$ cat config.mk
export PLATFORM = sky130hd
export DESIGN_NAME = axis_header_inserter_flat
export DESIGN_NICKNAME = d
export VERILOG_FILES = /design/src/rtl/axis_header_inserter_if.sv /design/src/rtl/axis_header_inserter.sv /design/src/flat_wrapper.sv
export SDC_FILE = /design/constraint.sdc
export NUM_CORES = 1
export LEC_CHECK = 0
export BUFFER_PORTS_ARGS = -buffer_cell sky130_fd_sc_hd__buf_2
export CORE_AREA = 2 2 170 139
export CTS_CLUSTER_DIAMETER = 80
export DETAILED_ROUTE_END_ITERATION = 6
export DIE_AREA = 0 0 172 141
export PLACE_DENSITY_LB_ADDON = 0.05
export SLEW_MARGIN = 20
export SYNTH_ARGS = -nofsm -noshare
export SYNTH_HDL_FRONTEND = slang
export SYNTH_SLANG_ARGS = --single-unit
$ cat constraint.sdc
create_clock -name clk -period 3.2 [get_ports clk]
set_input_delay 0.16 -clock clk [delete_from_list [all_inputs] [get_ports clk]]
set_output_delay 0.16 -clock clk [all_outputs]
set_load 0.005 [all_outputs]
$ cat src/rtl/axis_header_inserter_if.sv
// Bundles the payload, header and output AXI-Stream channels of axis_header_inserter.
// The slave modport is the inserter's view and the master modport is the environment's view.
interface axis_header_inserter_if #(
  parameter int DATA_WD      = 32,
  parameter int DATA_BYTE_WD = DATA_WD / 8
);
  logic                    valid_in;
  logic                    ready_in;
  logic [DATA_WD-1:0]      data_in;
  logic [DATA_BYTE_WD-1:0] keep_in;
  logic                    last_in;

  logic                    valid_insert;
  logic                    ready_insert;
  logic [DATA_WD-1:0]      header_insert;
  logic [DATA_BYTE_WD-1:0] keep_insert;

  logic                    valid_out;
  logic                    ready_out;
  logic [DATA_WD-1:0]      data_out;
  logic [DATA_BYTE_WD-1:0] keep_out;
  logic                    last_out;

  logic                    err;

  modport slave (
    input  valid_in, data_in, keep_in, last_in,
    input  valid_insert, header_insert, keep_insert,
    input  ready_out,
    output ready_in, ready_insert,
    output valid_out, data_out, keep_out, last_out, err
  );

  modport master (
    output valid_in, data_in, keep_in, last_in,
    output valid_insert, header_insert, keep_insert,
    output ready_out,
    input  ready_in, ready_insert,
    input  valid_out, data_out, keep_out, last_out, err
  );
endinterface

$ cat src/rtl/axis_header_inserter.sv
// Prepends a 0..B byte header to each AXI-Stream packet and repacks the merged byte
// stream into full-width, left-aligned output beats behind a registered output stage.
module axis_header_inserter #(
  parameter int DATA_WD      = 32,
  parameter int DATA_BYTE_WD = DATA_WD / 8
) (
  input logic                   clk,
  input logic                   rst,
  axis_header_inserter_if.slave bus
);
  localparam int B  = DATA_BYTE_WD;
  localparam int CW = $clog2(B + 1);

  typedef enum logic [1:0] {IDLE, STREAM, FLUSH} state_t;

  state_t             state;
  logic [DATA_WD-1:0] r;
  logic [CW-1:0]      cnt;
  logic [CW-1:0]      rem;
  logic [CW-1:0]      n_hdr;
  logic [CW-1:0]      m_in;
  logic [CW:0]        total;
  logic               out_free;
  logic               take_hdr;
  logic               take_in;
  logic [DATA_WD-1:0] r_left;
  logic [DATA_WD-1:0] merged;

  function automatic logic [CW-1:0] popcount(input logic [B-1:0] v);
    logic [CW-1:0] c;
    c = '0;
    for (int unsigned i = 0; i < B; i++) c = c + CW'(v[i]);
    return c;
  endfunction

  function automatic logic [B-1:0] top_bits(input int unsigned k);
    return ~({B{1'b1}} >> k);
  endfunction

  function automatic logic [B-1:0] low_bits(input int unsigned k);
    return ~({B{1'b1}} << k);
  endfunction

  function automatic logic [DATA_WD-1:0] expand(input logic [B-1:0] k);
    logic [DATA_WD-1:0] e;
    for (int unsigned i = 0; i < B; i++) e[8*i +: 8] = {8{k[i]}};
    return e;
  endfunction

  assign out_free    = !bus.valid_out || bus.ready_out;
  assign bus.ready_in = (state == STREAM) && out_free;
  assign take_hdr    = bus.valid_insert && bus.ready_insert;
  assign take_in     = bus.valid_in && bus.ready_in;
  assign n_hdr       = popcount(bus.keep_insert);
  assign m_in        = popcount(bus.keep_in);
  assign total       = {1'b0, cnt} + {1'b0, m_in};

  // R is kept right-aligned; shifts by a full word width yield zero, covering cnt=0 and cnt=B.
  assign r_left = r << (8 * (B - int'(cnt)));
  assign merged = r_left | (bus.data_in >> (8 * int'(cnt)));

  always_ff @(posedge clk) begin
    if (rst) begin
      state            <= IDLE;
      r                <= '0;
      cnt              <= '0;
      rem              <= '0;
      bus.valid_out    <= 1'b0;
      bus.data_out     <= '0;
      bus.keep_out     <= '0;
      bus.last_out     <= 1'b0;
      bus.err          <= 1'b0;
      bus.ready_insert <= 1'b0;
    end else begin
      if (bus.valid_out && bus.ready_out) bus.valid_out <= 1'b0;

      case (state)
        IDLE: begin
          bus.ready_insert <= 1'b1;
          if (take_hdr) begin
            r                <= bus.header_insert & expand(low_bits(32'(n_hdr)));
            cnt              <= n_hdr;
            state            <= STREAM;
            bus.ready_insert <= 1'b0;
            if (bus.keep_insert != low_bits(32'(n_hdr))) bus.err <= 1'b1;
          end
        end

        STREAM: begin
          if (take_in) begin
            bus.valid_out <= 1'b1;
            if (!bus.last_in) begin
              bus.data_out <= merged;
              bus.keep_out <= '1;
              bus.last_out <= 1'b0;
              r            <= bus.data_in & expand(low_bits(32'(cnt)));
              if (bus.keep_in != '1) bus.err <= 1'b1;
            end else begin
              if (bus.keep_in == '0 || bus.keep_in != top_bits(32'(m_in))) bus.err <= 1'b1;
              if (int'(total) <= B) begin
                bus.data_out     <= merged & expand(top_bits(32'(total)));
                bus.keep_out     <= top_bits(32'(total));
                bus.last_out     <= 1'b1;
                state            <= IDLE;
                bus.ready_insert <= 1'b1;
              end else begin
                // Tail bytes overflow this beat: they sit at the top of R's cnt bytes.
                bus.data_out <= merged;
                bus.keep_out <= '1;
                bus.last_out <= 1'b0;
                r            <= bus.data_in & expand(low_bits(32'(cnt)));
                rem          <= CW'(int'(total) - B);
                state        <= FLUSH;
              end
            end
          end
        end

        FLUSH: begin
          if (out_free) begin
            bus.valid_out    <= 1'b1;
            bus.data_out     <= r_left & expand(top_bits(32'(rem)));
            bus.keep_out     <= top_bits(32'(rem));
            bus.last_out     <= 1'b1;
            state            <= IDLE;
            bus.ready_insert <= 1'b1;
          end
        end

        default: state <= IDLE;
      endcase
    end
  end
endmodule

$ cat src/flat_wrapper.sv
// flat-port wrapper written by rule: the top's interface ports become plain ports
module axis_header_inserter_flat 
#(
  parameter int DATA_WD      = 32,
  parameter int DATA_BYTE_WD = DATA_WD / 8
)
  (clk, rst, bus_valid_in, bus_data_in, bus_keep_in, bus_last_in, bus_valid_insert, bus_header_insert, bus_keep_insert, bus_ready_out, bus_ready_in, bus_ready_insert, bus_valid_out, bus_data_out, bus_keep_out, bus_last_out, bus_err);
  axis_header_inserter_if #(.DATA_WD(DATA_WD), .DATA_BYTE_WD(DATA_BYTE_WD)) bus_i ();
  input logic clk;
  input logic rst;
  input wire logic [$bits(bus_i.valid_in)-1:0] bus_valid_in;
  input wire logic [$bits(bus_i.data_in)-1:0] bus_data_in;
  input wire logic [$bits(bus_i.keep_in)-1:0] bus_keep_in;
  input wire logic [$bits(bus_i.last_in)-1:0] bus_last_in;
  input wire logic [$bits(bus_i.valid_insert)-1:0] bus_valid_insert;
  input wire logic [$bits(bus_i.header_insert)-1:0] bus_header_insert;
  input wire logic [$bits(bus_i.keep_insert)-1:0] bus_keep_insert;
  input wire logic [$bits(bus_i.ready_out)-1:0] bus_ready_out;
  output wire logic [$bits(bus_i.ready_in)-1:0] bus_ready_in;
  output wire logic [$bits(bus_i.ready_insert)-1:0] bus_ready_insert;
  output wire logic [$bits(bus_i.valid_out)-1:0] bus_valid_out;
  output wire logic [$bits(bus_i.data_out)-1:0] bus_data_out;
  output wire logic [$bits(bus_i.keep_out)-1:0] bus_keep_out;
  output wire logic [$bits(bus_i.last_out)-1:0] bus_last_out;
  output wire logic [$bits(bus_i.err)-1:0] bus_err;
  assign bus_i.valid_in = bus_valid_in;
  assign bus_i.data_in = bus_data_in;
  assign bus_i.keep_in = bus_keep_in;
  assign bus_i.last_in = bus_last_in;
  assign bus_i.valid_insert = bus_valid_insert;
  assign bus_i.header_insert = bus_header_insert;
  assign bus_i.keep_insert = bus_keep_insert;
  assign bus_i.ready_out = bus_ready_out;
  assign bus_ready_in = bus_i.ready_in;
  assign bus_ready_insert = bus_i.ready_insert;
  assign bus_valid_out = bus_i.valid_out;
  assign bus_data_out = bus_i.data_out;
  assign bus_keep_out = bus_i.keep_out;
  assign bus_last_out = bus_i.last_out;
  assign bus_err = bus_i.err;
  axis_header_inserter #(.DATA_WD(DATA_WD), .DATA_BYTE_WD(DATA_BYTE_WD)) u_core (.clk(clk), .rst(rst), .bus(bus_i));
endmodule
==> results.py <==
metrics = {
    "synthesis": {
        "yosysTopAreaCell": "dfxtp_1",
        "syn_area_per_cell_um2": 8.604,
        "seq_area_frac_synth_pct": 31.39,
        "netlist_area_um2": 5102,
        "ys_ff_latch": 80,
        "netlist_instances": 593,
        "yosys-top-cells-area": "dfxtp_1, a211oi_1, mux2i_1",
        "synth-edff-count": 0,
        "synth-main-ff-cell": "dfxtp_1",
        "yosysUniqueCellTypes": 60,
        "yosysWarnings": 0,
        "synth_top_area_share_pct": 31.39,
        "async_flop_share_pct": 0,
        "synth_fp_nets": 690,
    },
    "floorplanning": {
        "core-area_um2": 22770,
        "dieArea_um2": 24250,
        "rows": 50,
        "initial_core_util_pct": 22.41,
        "die_x_um": 172,
        "pin_count": 119,
        "die_height_um": 141,
    },
    "finish": {
        "final_cell_mix": "buf_2, dfxtp_1, a21oi_1, buf_4, a211oi_1",
        "seq_area_um2": 1603,
        "synthToLayoutAreaGrowth_pct": 29.70,
        "fillCellCount": 2506,
        "drive_above_1_share_pct": 29.67,
        "diodes": 0,
        "final_common_cell": "buf_2",
        "final_cells": 1050,
        "multiInputGateArea_um2": 3248,
        "fin_nets": 830,
    },
    "sta": {
        "worst_slack_ns": 0.1741,
        "rsz0062_at_grt": "false",
        "finalSetupViolCount": 0,
        "slew_violations": 0,
        "final.period_utilization_pct": 94.56,
        "clock-skew-final_ns": 0.009503,
        "fin_crit_ns": 3.026,
        "finalHoldViolations": 0,
        "relSlewSlack_pct": 43.41,
        "worst_pin_slew_ns": 0.8457,
        "max_freq_mhz": 330.5,
    },
    "worst_hold_path": {
        "hp-start": "bus_ready_out",
        "min_path_cells": 4,
        "whs_endpoint": "u_core.bus.valid_out",
        "hold_path.class": "input pin to register",
    },
    "clocking": {
        "post-cts-setup-buffers": 0,
        "clk_path_buf_depth": 2,
        "numCtsBuffers": 9,
        "cts.repair.resized": 0,
        "cts_tree": "built",
        "htreeDepth": 3,
        "cts-root-buf": "clkbuf_16",
        "clk_latency_ns": 0.36,
        "cts_sinks": 80,
        "ctsHoldBuffers": 0,
        "clkSlewWorstSetupHoldPaths_ns": 0.07,
    },
    "global_routing": {
        "antenna_found_initial": 0,
        "grt_max_degree": 49,
        "overflow": 0,
        "grt_pass1_vias": 5131,
        "grt_first_pass_wirelength_mm": 33.49,
        "grt_usage_pct": 18.70,
    },
    "placed_design": {
        "place_ws_ns": -0.1199,
        "gp_congestion": 0.8237,
        "dpl.hpwl_mm": 17.61,
        "io_buffers": 118,
        "place_inst": 1034,
    },
    "setup_path": {
        "cp.arrival_ns": 3.25,
        "r2r_setup_slack_ns": 0.59,
        "r2r_cells": 7,
        "cp_max_fo": 7,
        "r2r-start": "u_core.cnt[0]",
        "criticalPathCategory": "input pin to register",
        "r2r-end": "u_core.bus.data_out[17]",
        "startpoint_type": "input pin",
        "crit_path_start": "bus_keep_in[1]",
        "cp_data_required_time_ns": 3.43,
        "setup.worst_path.end_class": "register",
    },
    "drt": {
        "drtIter0Drc": 391,
        "antenna_left": 0,
        "wirelength_mm": 22.57,
        "vias_per_cell": 5.130,
        "wl_per_cell_um": 21.49,
        "num_vias": 5387,
        "drc": 0,
        "first_pass_iters": 5,
    },
    "outcome": {
        "status": "finished clean",
    },
    "pwr": {
        "max-vdd-ir-drop_v": 0.0002398,
        "power.density_nw_per_um2": 745.4,
        "leakage_nw": 2.590,
    },
    "job": {
        "drv_cap": 0,
    },
}
registers in the layout, indices dropped and copies added, names as in the netlist:
name / cells
u_core.rem: 3
u_core.state: 2
u_core.bus.data_out: 32
u_core.bus.keep_out: 4
u_core.bus.valid_out: 1
u_core.r: 32
u_core.bus.err: 1
u_core.bus.ready_insert: 1
u_core.bus.last_out: 1
u_core.cnt: 3
layer usage:
metal  wire, µm  global-route usage (%)
met1      12400                   30.73
met4        108                   2.831
met5          0                       0
met3       1178                   3.537
met2       8881                   24.77
worst max-delay path: stages:
cell and delay [ns]:
buf_2 0.09, inv_1 0.05, ha_1 0.27, inv_1 0.05, fa_1 0.52, inv_1 0.06, ha_1 0.20, fa_1 0.52
nand2b_1 0.20, a2111oi_2 0.44, a211oi_2 0.19, a222oi_1 0.40, o21ai_0 0.12
power by group:
group          internal (mW)  switching, mW  total (mW)  leakage (nW)
Sequential              1.26          0.245        1.51         0.654
Clock                  0.559          0.491        1.05         0.137
Combinational          0.995           1.38        2.37          1.80
Total                   2.82           2.11        4.93          2.59
layout make-up:
cell class / instances / area share (%)
multi-input combinational: 451 / 49.08
sequential: 80 / 24.22
timing repair buffer: 170 / 15.20
tap: 312 / 5.899
clock buffer: 10 / 3.611
inverter: 21 / 1.191
clock inverter: 6 / 0.7941
synthesized netlist by cell type, drive strengths merged (16+ instances only):
cell type  instances
nand2             43
dfxtp             80
mux2              17
a21oi             56
nor2b             16
a22o              16
nor2              35
buf               19
o21ai             25
clkbuf            22
a211oi            50
a22oi             35
inv               20
ha                16
mux2i             32
stage by stage:
stage | setup TNS, ns | cell area (µm²) | util, % | hold slack [ns] | power [mW]
detailed placement | -3.269 | 6326 | 27.78 | 0.4430 | 3.885
global placement | -2.614 | 6326 | 27.78 | 0.4370 | 3.889
finish | 0 | 6618 | 29.06 | 0.1487 | 4.933
global route | 0 | 6618 | 29.06 | 0.1709 | 5.277
CTS | 0 | 6618 | 29.06 | 0.1453 | 4.947
floorplan | 0 | 5102 | - | 0.3354 | 2.866
worst max path at each step:
stage,end,slack (ns),cells past startpoint
after global routing,u_core.bus.data_out[17],0.04,13
after global placement,u_core.bus.data_out[26],-0.1,15
after detailed placement,u_core.bus.data_out[22],-0.12,13
final,u_core.bus.data_out[17],0.17,13
after floorplan,u_core.r[10],0.09,14
after CTS,u_core.bus.data_out[22],0.24,13
logic make-up (layout without fill, tap and decap cells):
group                    Yosys count  after routing  share of synthesized area (%)
flip-flops                        80             80                          31.39
AND/OR/NAND/NOR                  132            132                          12.33
multiplexers                      49             49                          10.03
AO/OA/AOI/OAI                    245            245                          34.82
XOR/XNOR                           6              6                          1.300
adder cells (fa/ha/maj)           19             19                          5.101
buffers and inverters             62            207                          5.027
(Power assumes the default switching activity.)
